`src/rtl/uart_csr_pkg.sv`:
```
// Register map constants shared by the UART CSR bank and its bench-facing decode.
// Pure declarations: no logic, no latency, no flow control.
package uart_csr_pkg;

  typedef enum logic [1:0] {
    CSR_CTRL   = 2'd0,
    CSR_TXDATA = 2'd1,
    CSR_STATUS = 2'd2,
    CSR_IRQEN  = 2'd3
  } csr_addr_e;

  localparam int CTRL_ACTIVE     = 0;
  localparam int CTRL_FRAME_LSB  = 1;
  localparam int CTRL_PARITY_LSB = 3;
  localparam int CTRL_STOP       = 5;
  localparam int CTRL_BAUD_LSB   = 6;

  localparam int ST_EMPTY   = 0;
  localparam int ST_FULL    = 1;
  localparam int ST_OVF     = 2;
  localparam int ST_RXERR   = 3;
  localparam int ST_CNT_LSB = 8;

  localparam int IE_EMPTY = 0;
  localparam int IE_OVF   = 1;
  localparam int IE_RXERR = 2;
  localparam int IE_W     = 3;

  localparam logic       ACTIVE_RST = 1'b1;
  localparam logic [1:0] FRAME_RST  = 2'b11;
  localparam logic [1:0] PARITY_RST = 2'b00;
  localparam logic       STOP_RST   = 1'b0;

endpackage

```
`src/rtl/uart_txq.sv`:
```
// TX character FIFO with flush; push visible at head one cycle later, head is combinational.
// A push when full is accepted only if a pop frees a slot in the same cycle, otherwise dropped.
module uart_txq #(
  parameter int DATA_W = 8,
  parameter int DEPTH  = 4,
  localparam int CNT_W = $clog2(DEPTH) + 1,
  localparam int PTR_W = $clog2(DEPTH)
) (
  input  logic              clk,
  input  logic              arst_n,
  input  logic              push,
  input  logic [DATA_W-1:0] push_dat,
  input  logic              pop,
  input  logic              flush,
  output logic [DATA_W-1:0] head_dat,
  output logic              empty,
  output logic              full,
  output logic [CNT_W-1:0]  count
);

  logic [DATA_W-1:0] mem [DEPTH];
  logic [PTR_W-1:0]  wr_q, wr_d, rd_q, rd_d;
  logic [CNT_W-1:0]  cnt_q, cnt_d;
  logic              push_ok, pop_ok;

  assign empty   = (cnt_q == '0);
  assign full    = (cnt_q == CNT_W'(DEPTH));
  assign count   = cnt_q;
  assign pop_ok  = pop & ~empty;
  assign push_ok = push & (~full | pop_ok);

  always_comb begin
    wr_d  = wr_q;
    rd_d  = rd_q;
    cnt_d = cnt_q;
    if (flush) begin
      wr_d  = '0;
      rd_d  = '0;
      cnt_d = '0;
    end else begin
      // Pointer widths equal log2(DEPTH), so increments wrap modulo DEPTH.
      if (push_ok) wr_d = wr_q + PTR_W'(1);
      if (pop_ok)  rd_d = rd_q + PTR_W'(1);
      case ({push_ok, pop_ok})
        2'b10:   cnt_d = cnt_q + CNT_W'(1);
        2'b01:   cnt_d = cnt_q - CNT_W'(1);
        default: cnt_d = cnt_q;
      endcase
    end
  end

  always_ff @(posedge clk or negedge arst_n) begin
    if (!arst_n) begin
      wr_q  <= '0;
      rd_q  <= '0;
      cnt_q <= '0;
    end else begin
      wr_q  <= wr_d;
      rd_q  <= rd_d;
      cnt_q <= cnt_d;
    end
  end

  always_ff @(posedge clk) begin
    if (push_ok && !flush) mem[wr_q] <= push_dat;
  end

  assign head_dat = empty ? '0 : mem[rd_q];

endmodule

```
`src/rtl/uart_csr_bank.sv`:
```
// UART CSR bank: CTRL, TX queue, sticky STATUS, IRQ_EN; reads combinational, writes and irq take one cycle.
// TX head is offered with tx_valid/tx_ready; a push into a full queue with no pop is dropped and flags ovf.
module uart_csr_bank
  import uart_csr_pkg::*;
#(
  parameter int REG_W     = 32,
  parameter int DATA_W    = 8,
  parameter int TXQ_DEPTH = 4,
  parameter int BAUD_W    = 4,
  parameter int BAUD_RST  = 7,
  localparam int CNT_W    = $clog2(TXQ_DEPTH) + 1
) (
  input  logic              clk,
  input  logic              arst_n,
  input  logic              we,
  input  logic [1:0]        addr,
  input  logic [REG_W-1:0]  wmask,
  input  logic [REG_W-1:0]  wdata,
  output logic [REG_W-1:0]  rdata,
  output logic              active,
  output logic [1:0]        frame_type,
  output logic [1:0]        parity_type,
  output logic              stop_type,
  output logic [BAUD_W-1:0] baud_rate,
  output logic              tx_valid,
  output logic [DATA_W-1:0] tx_data,
  input  logic              tx_ready,
  input  logic              rx_err,
  output logic              irq
);

  localparam int CTRL_W = 6 + BAUD_W;
  localparam logic [CTRL_W-1:0] CTRL_RST =
    {BAUD_W'(BAUD_RST), STOP_RST, PARITY_RST, FRAME_RST, ACTIVE_RST};

  csr_addr_e         sel;
  logic              wr_ctrl, wr_txd, wr_stat, wr_ien;
  logic [CTRL_W-1:0] ctrl_q, ctrl_d;
  logic [IE_W-1:0]   ien_q, ien_d;
  logic              ovf_q, ovf_d, rxf_q, rxf_d, irq_q, irq_d;
  logic [REG_W-1:0]  w1c, status_rd;
  logic              flush, pop, ovf_set;
  logic              q_empty, q_full;
  logic [CNT_W-1:0]  q_count;
  logic [DATA_W-1:0] q_head;
  logic              unused_wbits;

  assign sel     = csr_addr_e'(addr);
  assign wr_ctrl = we & (sel == CSR_CTRL);
  assign wr_txd  = we & (sel == CSR_TXDATA);
  assign wr_stat = we & (sel == CSR_STATUS);
  assign wr_ien  = we & (sel == CSR_IRQEN);
  assign w1c     = wdata & wmask & {REG_W{wr_stat}};
  assign unused_wbits = ^{wdata[REG_W-1:CTRL_W], wmask[REG_W-1:CTRL_W]};

  assign ctrl_d = wr_ctrl ? ((ctrl_q & ~wmask[CTRL_W-1:0]) | (wdata[CTRL_W-1:0] & wmask[CTRL_W-1:0]))
                          : ctrl_q;
  assign ien_d  = wr_ien ? ((ien_q & ~wmask[IE_W-1:0]) | (wdata[IE_W-1:0] & wmask[IE_W-1:0]))
                         : ien_q;
  // Falling edge of active empties the queue on the same clock that commits the write.
  assign flush  = ctrl_q[CTRL_ACTIVE] & ~ctrl_d[CTRL_ACTIVE];

  assign tx_valid = ~q_empty & ctrl_q[CTRL_ACTIVE];
  assign tx_data  = q_head;
  assign pop      = tx_valid & tx_ready;
  assign ovf_set  = wr_txd & q_full & ~pop;

  uart_txq #(
    .DATA_W (DATA_W),
    .DEPTH  (TXQ_DEPTH)
  ) u_txq (
    .clk      (clk),
    .arst_n   (arst_n),
    .push     (wr_txd),
    .push_dat (wdata[DATA_W-1:0] & wmask[DATA_W-1:0]),
    .pop      (pop),
    .flush    (flush),
    .head_dat (q_head),
    .empty    (q_empty),
    .full     (q_full),
    .count    (q_count)
  );

  // Set events override a simultaneous write-1-to-clear.
  assign ovf_d = ovf_set | (ovf_q & ~w1c[ST_OVF]);
  assign rxf_d = rx_err  | (rxf_q & ~w1c[ST_RXERR]);
  assign irq_d = (q_empty & ien_q[IE_EMPTY]) | (ovf_q & ien_q[IE_OVF]) | (rxf_q & ien_q[IE_RXERR]);

  always_ff @(posedge clk or negedge arst_n) begin
    if (!arst_n) begin
      ctrl_q <= CTRL_RST;
      ien_q  <= '0;
      ovf_q  <= 1'b0;
      rxf_q  <= 1'b0;
      irq_q  <= 1'b0;
    end else begin
      ctrl_q <= ctrl_d;
      ien_q  <= ien_d;
      ovf_q  <= ovf_d;
      rxf_q  <= rxf_d;
      irq_q  <= irq_d;
    end
  end

  always_comb begin
    status_rd = '0;
    status_rd[ST_EMPTY]              = q_empty;
    status_rd[ST_FULL]               = q_full;
    status_rd[ST_OVF]                = ovf_q;
    status_rd[ST_RXERR]              = rxf_q;
    status_rd[ST_CNT_LSB +: CNT_W]   = q_count;
  end

  always_comb begin
    rdata = '0;
    case (sel)
      CSR_CTRL:   rdata = REG_W'(ctrl_q);
      CSR_STATUS: rdata = status_rd;
      CSR_IRQEN:  rdata = REG_W'(ien_q);
      default:    rdata = '0;
    endcase
  end

  assign active      = ctrl_q[CTRL_ACTIVE];
  assign frame_type  = ctrl_q[CTRL_FRAME_LSB +: 2];
  assign parity_type = ctrl_q[CTRL_PARITY_LSB +: 2];
  assign stop_type   = ctrl_q[CTRL_STOP];
  assign baud_rate   = ctrl_q[CTRL_BAUD_LSB +: BAUD_W];
  assign irq         = irq_q;

endmodule

```
`config.mk`:
```
export PLATFORM = sky130hd
export DESIGN_NAME = uart_csr_bank
export DESIGN_NICKNAME = d
export VERILOG_FILES = /design/src/rtl/uart_csr_pkg.sv /design/src/rtl/uart_txq.sv /design/src/rtl/uart_csr_bank.sv
export SDC_FILE = /design/constraint.sdc
export NUM_CORES = 1
export LEC_CHECK = 0
export ABC_AREA = 1
export CAP_MARGIN = 10
export CORE_MARGIN = 2
export CORE_UTILIZATION = 43
export CTS_CLUSTER_DIAMETER = 60
export DETAILED_ROUTE_END_ITERATION = 8
export PLACE_DENSITY = 0.9
export SYNTH_ARGS = -nofsm -noshare
export SYNTH_HDL_FRONTEND = slang
export SYNTH_SLANG_ARGS = --single-unit
```
`constraint.sdc`:
```
create_clock -name clk -period 2.4 [get_ports clk]
set_clock_uncertainty 0.15 [all_clocks]
set_input_delay 0.24 -clock clk [delete_from_list [all_inputs] [get_ports clk]]
set_output_delay 0.24 -clock clk [all_outputs]
set_load 0.1 [all_outputs]
```
## After elaboration in Yosys (flattened, before gate mapping)

Memory sizes are Yosys's and may differ from the RTL's.
Cells that the tools add are included.

| operators by class | value |
|---|---|
| add/sub/neg operators | 4 |
| $mul | 0 |
| divide/modulo/power cells | 0 |
| magnitude comparators | 0 |
| equality and inequality tests | 6 |
| shift-type cells | 0 |
| mux-type cells | 11 |
| bitwise gates (word level) | 38 |
| reduce and logical (&&, ||, !) cells | 7 |

Operator list:

| operator | count |
|---|---|
| $pmux 11 s3 | 1 |
| $and 10x10->10 | 2 |
| $and 1x1->1 | 16 |
| $not 10->10 | 1 |
| $or 10x10->10 | 1 |
| $and 4x4->4 | 2 |
| $and 8x8->8 | 1 |
| $mux 2 | 4 |
| $mux 8 | 1 |
| $and 3x3->3 | 2 |
| $eq 2x2->1 const B | 3 |
| $not 1->1 | 6 |
| $pmux 3 s2 | 1 |
| $or 1x1->1 | 5 |
| $add 2x1->2 const B | 2 |
| $eq 2x1->1 const B | 2 |
| $reduce_bool 2->1 | 2 |
| $add 3x1->3 const B | 1 |
| $eq 3x3->1 const B | 1 |
| $logic_not 3->1 | 1 |
| $mux 1 | 3 |
| $mux 3 | 1 |
| $not 3->3 | 1 |
| $or 3x3->3 | 1 |
| 5 further kinds | 5 |

| word-level totals | value |
|---|---|
| bits in registers | 23 |
| latch bits | 0 |
| RAM bits | 32 |
| bits in read-only memories | 0 |
| output and inout bits | 52 |
| logic and storage cells | 76 |
| memories kept | 1 |

Memory list:

| name | words | bits a word | rd ports | clocked after Yosys merged registers in | wr ports | RTL line | RTL |
|---|---|---|---|---|---|---|---|
| u_txq.mem | 4 | 8 | 1 | 0 | 1 | uart_txq.sv:21 | `logic [DATA_W-1:0] mem [DEPTH];` |

## Depth between registers and ports, before layout

Gate-level depths: netlist of run 1.

| logic depth | value |
|---|---|
| word-level depth | 10 |
| gate-level depth with buffers | 8 |
| gate-level depth less buffers | 8 |

## Hierarchy

Synthesis of run 1 repeated with hierarchy kept, for this count alone.

| second synthesis, totals | value |
|---|---|
| cell total of the unflattened synthesis | 332 |
| area, all modules | 2919.0 sq um |

By module, submodules not included:

| module | instances | cells an instance | area each (sq um) | sequential area each (sq um) |
|---|---|---|---|---|
| uart_txq | 1 | 160 | 1755.4 | 1136.1 |
| uart_csr_bank | 1 | 172 | 1163.6 | 407.9 |

## Least setup slack after synthesis of run 1

OpenSTA, ideal clock, no wires.

| timing | value |
|---|---|
| kind | register -> output |
| start point | register ctrl_q[0] |
| end point | output port rdata[0] |
| arrival time | 2.642 ns |
| path slack | -0.632 ns |
| cell stages (with the launch flop) | 3 |
| path through | dfstp_2 > inv_1 > o221ai_1 |

| on the way | value |
|---|---|
| cells in the longest elaborated chain, start to end | 1 |

RTL lines:

| item | RTL line | RTL |
|---|---|---|
| from (decl) | uart_csr_bank.sv:38 | `logic [CTRL_W-1:0] ctrl_q, ctrl_d;` |
| from (signal assigned) | uart_csr_bank.sv:97 | `ctrl_q <= ctrl_d;` |
| $pmux 11 s3 | uart_csr_bank.sv:116 | `case (sel)` |
| to (decl) | uart_csr_bank.sv:19 | `output logic [REG_W-1:0] rdata,` |

No other way between the ends.

## Worst setup path in the final report of run 1

| timing | value |
|---|---|
| start point | register u_txq.cnt_q[2] (netlist: u_txq.count[2]) |
| end point | output port tx_data[1] |

| on the way | value |
|---|---|
| cells in the longest elaborated chain, start to end | 2 |

RTL lines:

| item | RTL line | RTL |
|---|---|---|
| from (decl) | uart_txq.sv:23 | `logic [CNT_W-1:0] cnt_q, cnt_d;` |
| from (signal assigned) | uart_txq.sv:60 | `cnt_q <= cnt_d;` |
| $logic_not 3->1 | uart_txq.sv:26 | `assign empty = (cnt_q == '0);` |
| $mux 8 | uart_txq.sv:68 | `assign head_dat = empty ? '0 : mem[rd_q];` |
| to (decl) | uart_csr_bank.sv:26 | `output logic [DATA_W-1:0] tx_data,` |

No other way between the ends.

==> flow_metrics.env, run 1 <==
export IMPL_ant_nets=0
export IMPL_critPathRequiredTime_ns=2.01
export IMPL_final_max_slew_violation_count=0
export IMPL_start_util=0.4489
export IMPL_wire_per_inst_um=14.18
export IMPL_combPwrFrac=0.618
export IMPL_vdd_ir_drop_max_v=0.001361
export IMPL_drt_iter0_markers=158
export IMPL_crit_type="flop to output pin"
export IMPL_cts_buffers=5
export IMPL_preCtsSetupSlack_ns=0.1042
export IMPL_htree_levels=2
export IMPL_fp_dieW_um=85.65
export IMPL_worstSkewPairLatency_ns=0.30
export IMPL_grt_pass1_vias=2159
export IMPL_dp_cells=436
export IMPL_final_nets=442
export IMPL_holdWs_ns=0.1321
export IMPL_synth_seq_cells=55
export IMPL_final_min_clock_period_ns=2.184
export IMPL_postLayoutCoreUtil=0.5987
export IMPL_pin_count=123
export IMPL_layout_drive_gt1_share=0.2289
export IMPL_hpwl_mm=4.644
export IMPL_drtPass1Iterations=4
export IMPL_hold_path_class="primary input to asynchronous set/reset pin"
export IMPL_synthesis_area_sq_um=2866
export IMPL_wirelength_mm=6.297
export IMPL_dpl_cell_area_sq_um=3690
export IMPL_ctsLongestPathBuffers=2
export IMPL_final_cell_area_sq_um=3824
export IMPL_fill_cells=485
export IMPL_max_freq_mhz=457.9
export IMPL_rows=29
export IMPL_postSynthCellCount=299
export IMPL_rsz0062_at_grt="no"
export IMPL_intPower_uw=2514
export IMPL_cts_sink_count=55
export IMPL_worstPathArrival_ns=1.79
export IMPL_antenna_found_initial=0
export IMPL_fin_crit_sh=0.9100
export IMPL_multi_input_area_sq_um=1089
export IMPL_instances_no_fill=444
export IMPL_port_buffers=57
export IMPL_slowest_delay_ns=0.41
export IMPL_drv_cap=0
export IMPL_switchingPower_uw=2632
export IMPL_cts_root_buf="clkbuf_8"
export IMPL_ys_seq_area_frac=0.5386
export IMPL_power_density_nw_per_um2=1346
export IMPL_grt_pass1_wl_mm=10.16
export IMPL_clkPwrFrac=0.135
export IMPL_finalHoldViolCount=0
export IMPL_cp_slowest_cell="dfrtp_1"
export IMPL_setup_viol=0
export IMPL_die_area_sq_um=7335
export IMPL_critical_path_startpoint_type="flop"
export IMPL_path_cells="inv_1 -> nand2_1 -> clkinv_2 -> a21oi_1 -> buf_12"
export IMPL_grt_total_usage=0.1780
export IMPL_path_max_fanout=10
export IMPL_setup_worst_path_end_class="output pin"
export IMPL_clk_pin_slew_ns=0.09
export IMPL_overflow=0
export IMPL_yosysWarningCount=0
export IMPL_area_growth_pct=33.39
export IMPL_setup_slack_ns=0.2159
export IMPL_avgSynthCellArea_sq_um=9.587
export IMPL_gp_congestion=0.9024
export IMPL_seqPwrFrac=0.247
export IMPL_post_cts_buffers=0
export IMPL_diodes=0
export IMPL_die_height_um=85.65
export IMPL_cts_tree="done"
export IMPL_leakage_uw=0.001723
export IMPL_synth_distinct_cells=33
export IMPL_register_area_sq_um=1544
export IMPL_status="complete, no violations"
export IMPL_drt_vias_per_instance=5.014
export IMPL_vias=2226
export IMPL_netSwitchingFraction=0.5115
export IMPL_drcViolationCount=0
export IMPL_grt_max_degree=24
export IMPL_fp_coreArea_sq_um=6386
==> synth_stat cells, drive strengths merged <==
master / instances / area [sq um]
nand2: 52 / 235.2
nor2: 51 / 207.7
inv: 39 / 146.4
edfxtp: 32 / 960.9
o21ai: 29 / 145.1
buf: 25 / 192.7
dfrtp: 17 / 425.4
a21oi: 12 / 60.06
nand3: 10 / 65.06
dfstp: 6 / 157.7
mux2: 5 / 71.32
nand4: 5 / 61.31
ha: 4 / 50.05
o211ai: 2 / 15.01
o22ai: 2 / 12.51
clkbuf: 1 / 3.750
clkinv: 1 / 3.750
conb: 1 / 3.750
fa: 1 / 20.02
nor3: 1 / 5.000
o221ai: 1 / 8.760
or2: 1 / 6.260
xor2: 1 / 8.760
==> power groups by stage <==
stage	clock network (uW)	registers, uW	logic [uW]
6_report	694	1270	3180
3_3_place_gp	0	1280	3120
4_1_cts	699	1270	3200
2_1_floorplan	0	1570	1920
3_5_place_dp	0	1290	3180
5_1_grt	744	1280	3340
==> cells in the final DEF (no fill, tap or decap), drive strengths merged <==
master         netlist  final
edfxtp              32     32
dfrtp               17     17
o221ai               1      1
clkbuf               1      6
nor3                 1      1
nand2               52     52
bufinv               0      2
o22ai                2      2
o21ai               29     29
inv                 39     39
nand3               10     10
or2                  1      1
mux2                 5      5
ha                   4      4
xor2                 1      1
clkinv               1      1
o211ai               2      2
nand4                5      5
conb                 1     21
buf                 25     40
nor2                51     51
clkdlybuf4s50        0     26
fa                   1      1
a21oi               12     12
dfstp                6      6
==> layout make-up <==
| class | count | share of cell area |
|---|---|---|
| Clock inverter | 2 | 0.01571 |
| Timing Repair Buffer | 66 | 0.2120 |
| Sequential cell | 55 | 0.4038 |
| Clock buffer | 6 | 0.01898 |
| Multi-Input combinational cell | 198 | 0.2847 |
| Inverter | 40 | 0.03959 |
| Tap cell | 77 | 0.02520 |
==> repair_timing <==
item / in CTS / in global routing
gates resized for setup: 1 / 0
hold buffers: 0 / 0
setup endpoints to repair: 1 / 0
==> path summary, 6_finish.rpt <==
check / slack (ns) / from / cells after the start / end
max: 0.22 / u_txq.count[2]$_DFFE_PN0P_ / 5 / tx_data[1]
max reg2reg: 0.32 / u_txq.count[2]$_DFFE_PN0P_ / 8 / u_txq.count[2]$_DFFE_PN0P_
min in group clk: 0.32 / rx_err / 3 / rxf_q$_DFF_PN0_
min reg2reg: 0.36 / flop / 2 / flop
min: 0.13 / arst_n / 2 / asynchronous set/reset pin
max in group asynchronous: 1.67 / arst_n / 2 / ctrl_q[0]$_DFF_PN1_
==> worst max-delay path: cells and delay by family, from the launching register on <==
kind | cells | cell delay [ns]
buffers and inverters | 3 | 0.53
DFF | 1 | 0.41
AOI/OAI and AO/OA | 1 | 0.33
and+or+nand+nor | 1 | 0.21
==> cell families (layout without fill, tap and decap cells) <==
family	count (synthesis)	in the layout	synth area share
and+or+nand+nor	120	120	0.2025
buffers and inverters	66	114	0.1209
DFF	55	55	0.5386
AOI/OAI and AO/OA	46	46	0.08424
adders and majority gates	5	5	0.02444
muxes	5	5	0.02488
other	1	21	0.001308
xor gates and xnor gates	1	1	0.003056
==> through the flow <==
stage,setup TNS [ns],total power [uW]
finish,0,5145
global route,0,5366
CTS,0,5171
detailed placement,0,4464
global placement,0,4404
floorplan,-2.567,3491
==> metal layers <==
| layer | share of wire | vias up | wire length, um | GRT usage |
|---|---|---|---|---|
| li1 | - | 1064 | - | - |
| met1 | 0.38 | 1067 | 2392 | 0.2003 |
| met2 | 0.54 | 83 | 3426 | 0.3324 |
| met3 | 0.060 | 12 | 379 | 0.03561 |
| met4 | 0.016 | 0 | 98 | 0.06349 |
| met5 | 0 | - | 0 | 0 |
Note: power is estimated with default switching activity, not from simulation.
==> inputs of run 2 (changes only) <==
--- a/config.mk
+++ b/config.mk
@@ -7,11 +7,13 @@
 export LEC_CHECK = 0
 export ABC_AREA = 1
 export CAP_MARGIN = 10
+export CELL_PAD_IN_SITES_DETAIL_PLACEMENT = 1
+export CELL_PAD_IN_SITES_GLOBAL_PLACEMENT = 1
 export CORE_MARGIN = 2
-export CORE_UTILIZATION = 43
+export CORE_UTILIZATION = 31
 export CTS_CLUSTER_DIAMETER = 60
 export DETAILED_ROUTE_END_ITERATION = 8
-export PLACE_DENSITY = 0.9
+export PLACE_DENSITY = 0.89
 export SYNTH_ARGS = -nofsm -noshare
 export SYNTH_HDL_FRONTEND = slang
 export SYNTH_SLANG_ARGS = --single-unit
==> flow_metrics.env, run 2 (synthesized netlist as in run 1, its figures left out) <==
export IMPL_status="complete, no violations"
export IMPL_crit_type="flop to output pin"
export IMPL_final_nets=443
export IMPL_setup_viol=0
export IMPL_port_buffers=57
export IMPL_critPathRequiredTime_ns=2.01
export IMPL_fp_dieW_um=100.2
export IMPL_cts_sink_count=55
export IMPL_fin_crit_sh=0.9456
export IMPL_pin_count=123
export IMPL_rows=35
export IMPL_worstSkewPairLatency_ns=0.31
export IMPL_drt_vias_per_instance=4.664
export IMPL_hold_path_class="primary input to asynchronous set/reset pin"
export IMPL_holdBufCountCts=0
export IMPL_cts_tree="done"
export IMPL_dpl_cell_area_sq_um=3740
export IMPL_grt_util_met3=0.02925
export IMPL_drv_cap=0
export IMPL_met2_usage=0.2943
export IMPL_hpwl_mm=5.706
export IMPL_cp_slowest_cell="dfrtp_1"
export IMPL_cts_root_buf="clkbuf_8"
export IMPL_busiest_layer="met2"
export IMPL_drcViolationCount=0
export IMPL_path_cells="inv_1 -> nand2_1 -> clkinv_2 -> a21oi_1 -> buf_12"
export IMPL_vias=2234
export IMPL_ant_nets=0
export IMPL_final_min_clock_period_ns=2.269
export IMPL_cts_buffers=5
export IMPL_grt_pass1_wl_mm=12.23
export IMPL_clk_pin_slew_ns=0.10
export IMPL_gp_congestion=0.7674
export IMPL_drt_iter0_markers=74
export IMPL_path_max_fanout=10
export IMPL_fp_coreArea_sq_um=9109
export IMPL_leakage_uw=0.001707
export IMPL_htree_levels=2
export IMPL_diodes=0
export IMPL_fin_setup_tns_ns=0
export IMPL_ctsLongestPathBuffers=2
export IMPL_finalHoldViolCount=0
export IMPL_critical_path_startpoint_type="flop"
export IMPL_gr_usage_met1=0.1857
export IMPL_design_power_total_uw=5127
export IMPL_final_cell_area_sq_um=3855
export IMPL_layout_cells_most_common="nand2_1"
export IMPL_rsz0062_at_grt="yes"
export IMPL_postLayoutCoreUtil=0.4232
export IMPL_die_area_sq_um=10030
export IMPL_worstPathArrival_ns=1.88
export IMPL_area_growth_pct=34.48
export IMPL_antenna_found_initial=0
export IMPL_grt_max_degree=24
export IMPL_layout_common_cells="nand2_1, nor2_1, inv_1, edfxtp_1, o21ai_0"
export IMPL_post_cts_buffers=0
export IMPL_start_util=0.3147
export IMPL_drtPass1Iterations=4
export IMPL_layout_drive_gt1_share=0.2337
export IMPL_power_density_nw_per_um2=1330
export IMPL_max_freq_mhz=440.7
export IMPL_cpLargestDelayFamily="buffers and inverters"
export IMPL_slowest_delay_ns=0.41
export IMPL_die_height_um=100.2
export IMPL_grt_total_usage=0.1580
export IMPL_setup_worst_path_end_class="output pin"
export IMPL_wirelength_mm=7.453
export IMPL_path_buf_inv=3
export IMPL_vdd_ir_drop_max_v=0.0007918
export IMPL_overflow=0
export IMPL_wire_per_inst_um=15.56
export IMPL_grt_pass1_vias=2429
export IMPL_final_max_slew_violation_count=0
-- run 2: changes by cell type in the layout (fill, tap and decap cells not counted) --
cell        delta
bufinv_16      -1
inv_1          -1
buf_4          +1
clkinvlp_4     +2
-- run 2: repair_timing --
action	CTS	global route
gates cloned	0	0
setup endpoints to repair	7	5
gates resized for setup	1	1
-- run 2: cell type report --
type	count	area, sq um
Inverter	40	155.1
Tap cell	111	138.9
Clock buffer	6	72.57
Clock inverter	2	37.54
Fill cell	1042	5254
Sequential cell	55	1544
Multi-Input combinational cell	198	1089
Timing Repair Buffer	67	818.3
-- run 2: where the power goes --
group / switching [uW] / internal (uW) / total (uW)
clock: 308 / 312 / 620
sequential: 123 / 1160 / 1290
combinational: 2280 / 939 / 3220
-- run 2: final timing paths --
kind / start / end / slack [ns] / cells after the start
worst max-delay path: u_txq.count[2]$_DFFE_PN0P_ / tx_data[3] / 0.13 / 5
worst min-delay path: arst_n / asynchronous set/reset pin / 0.12 / 2
worst max register to register: u_txq.count[2]$_DFFE_PN0P_ / u_txq.count[2]$_DFFE_PN0P_ / 0.39 / 8
worst min register to register: flop / flop / 0.36 / 2
max in group asynchronous: arst_n / asynchronous set/reset pin / 1.67 / 2
min in group clk: wdata[8] / flop / 0.32 / 3
-- run 2: metal layers --
layer / vias up / wire [um]
met5: - / 0
met4: 0 / 46
met3: 5 / 311
met2: 64 / 3994
met1: 1101 / 3100
li1: 1064 / -
-- run 2: worst reg2reg max path, cell delays in order, from the launching register on --
cell and delay, ns:
dfrtp_1 0.41, inv_1 0.08, nand2_1 0.23, nand4_4 0.12, fa_1 0.40, xor2_1 0.16
or2_0 0.22, nand3_1 0.09, nand2_1 0.05
-- run 2: stage by stage --
step	setup slack (ns)	hold slack (ns)	cells
after CTS	0.09027	0.1350	479
final	0.1306	0.1233	479
after global placement	0.2061	0.3245	471
after detailed placement	0.1675	0.3507	471
after global routing	-0.01690	0.1525	479
after floorplan	-0.3514	-0.2056	319
==> inputs of run 3 (changes only) <==
--- a/config.mk
+++ b/config.mk
@@ -17,3 +17,4 @@
 export SYNTH_ARGS = -nofsm -noshare
 export SYNTH_HDL_FRONTEND = slang
 export SYNTH_SLANG_ARGS = --single-unit
+export TNS_END_PERCENT = 50
==> flow_metrics.env, run 3 (synthesized netlist as in run 1, its figures left out) <==
export IMPL_status="complete, no violations"
export IMPL_vias=2228
export IMPL_die_height_um=100.2
export IMPL_drcViolationCount=0
export IMPL_cts_buffers=5
export IMPL_postLayoutCoreUtil=0.4253
export IMPL_hpwl_mm=5.566
export IMPL_cts_root_buf="clkbuf_8"
export IMPL_port_buffers=57
export IMPL_finalHoldViolCount=0
export IMPL_pin_count=123
export IMPL_r2r_start="u_txq.count[2]$_DFFE_PN0P_"
export IMPL_dpl_cell_area_sq_um=3735
export IMPL_wire_per_inst_um=15.10
export IMPL_design_power_total_uw=5165
export IMPL_grt_total_usage=0.1492
export IMPL_overflow=0
export IMPL_critical_path_startpoint_type="flop"
export IMPL_cts_tree="done"
export IMPL_instances_no_fill=481
export IMPL_grt_pass1_vias=2377
export IMPL_clk_pin_slew_ns=0.10
export IMPL_slowest_delay_ns=0.49
export IMPL_layout_cells_most_common="nor2_1"
export IMPL_cp_slowest_cell="dfrtp_1"
export IMPL_cts_sink_count=55
export IMPL_crit_type="flop to output pin"
export IMPL_ant_nets=0
export IMPL_layout_drive_gt1_share=0.2324
export IMPL_path_max_fanout=18
export IMPL_rsz0062_at_grt="no"
export IMPL_hold_path_class="primary input to asynchronous set/reset pin"
export IMPL_drtPass1Iterations=4
export IMPL_gp_congestion=0.8301
export IMPL_worstPathArrival_ns=1.93
export IMPL_critPathRequiredTime_ns=2.01
export IMPL_drt_iter0_markers=76
export IMPL_grt_pass1_wl_mm=11.59
export IMPL_critPathLaunch="u_txq.rd_q[0]$_DFFE_PN0P_"
export IMPL_rows=35
export IMPL_cp_endpoint="tx_data[7]"
export IMPL_setup_viol=0
export IMPL_setup_worst_path_end_class="output pin"
export IMPL_fp_dieW_um=100.2
export IMPL_drt_vias_per_instance=4.632
export IMPL_fill_cells=1022
export IMPL_final_max_slew_violation_count=0
export IMPL_regToRegEndpoint="u_txq.count[2]$_DFFE_PN0P_"
export IMPL_drv_cap=0
export IMPL_fp_coreArea_sq_um=9109
export IMPL_power_density_nw_per_um2=1333
export IMPL_vdd_ir_drop_max_v=0.0006101
export IMPL_diodes=0
export IMPL_worstRegToRegCells=8
export IMPL_final_cell_area_sq_um=3874
export IMPL_area_growth_pct=35.14
export IMPL_htree_levels=2
export IMPL_start_util=0.3147
export IMPL_layout_common_cells="nor2_1, nand2_1, inv_1, edfxtp_1, o21ai_0"
export IMPL_antenna_found_initial=0
export IMPL_max_freq_mhz=430.6
export IMPL_path_cells="clkinvlp_4 -> o21ai_0 -> a21oi_2 -> buf_12"
export IMPL_leakage_uw=0.001721
export IMPL_worstSkewPairLatency_ns=0.31
export IMPL_final_min_clock_period_ns=2.323
export IMPL_final_nets=445
export IMPL_holdWs_ns=0.1406
export IMPL_ctsLongestPathBuffers=2
export IMPL_dp_cells=472
export IMPL_fin_crit_sh=0.9677
export IMPL_die_area_sq_um=10030
export IMPL_grt_max_degree=24
export IMPL_wirelength_mm=7.265
export IMPL_rrSetupSlack_ns=0.38
run 3: through the flow:
stage	setup slack, ns	TNS (ns)
floorplan	-0.3514	-3.566
global placement	0.2158	0
detailed placement	0.1484	0
CTS	-0.05524	-0.1036
global route	0.006034	0
finish	0.07744	0
run 3: power breakdown:
group | switching, uW | total (uW) | internal [uW]
clock | 309 | 626 | 317
combinational | 2300 | 3260 | 958
sequential | 118 | 1280 | 1160
run 3: worst min-delay path by stage:
stage                            endpoint  depth (start not counted)
2_1_floorplan  asynchronous set/reset pin                          0
3_3_place_gp                         flop                          2
3_5_place_dp                         flop                          2
4_1_cts        asynchronous set/reset pin                          2
5_1_grt        asynchronous set/reset pin                          2
6_report       asynchronous set/reset pin                          2
run 3: final cells by class:
type                            instances  area (sq um)  share of cell area
Clock buffer                            5         68.82             0.01776
Clock inverter                          3         47.55             0.01227
Inverter                               40         157.7             0.04070
Multi-Input combinational cell        198          1084              0.2797
Sequential cell                        55          1544              0.3986
Tap cell                              111         138.9             0.03585
Timing Repair Buffer                   69         833.3              0.2151
run 3: repair_timing:
action	4_1_cts	5_1_grt
hold buffers	0	0
buffers inserted	0	1
setup endpoints to repair	2	10
gates resized for setup	0	4
run 3: metal layers:
layer / global-route usage / wire length (um) / up-vias
li1: - / - / 1068
met1: 0.1769 / 2925 / 1094
met2: 0.2788 / 3983 / 57
met3: 0.02019 / 227 / 9
met4: 0.04531 / 129 / 0
met5: 0 / 0 / -
run 3: critical path, delay by kind of cell (launching register included):
kind,cells,cell delay (ns)
AOI/OAI and AO/OA,2,0.59
buffers and inverters,2,0.54
DFF,1,0.49
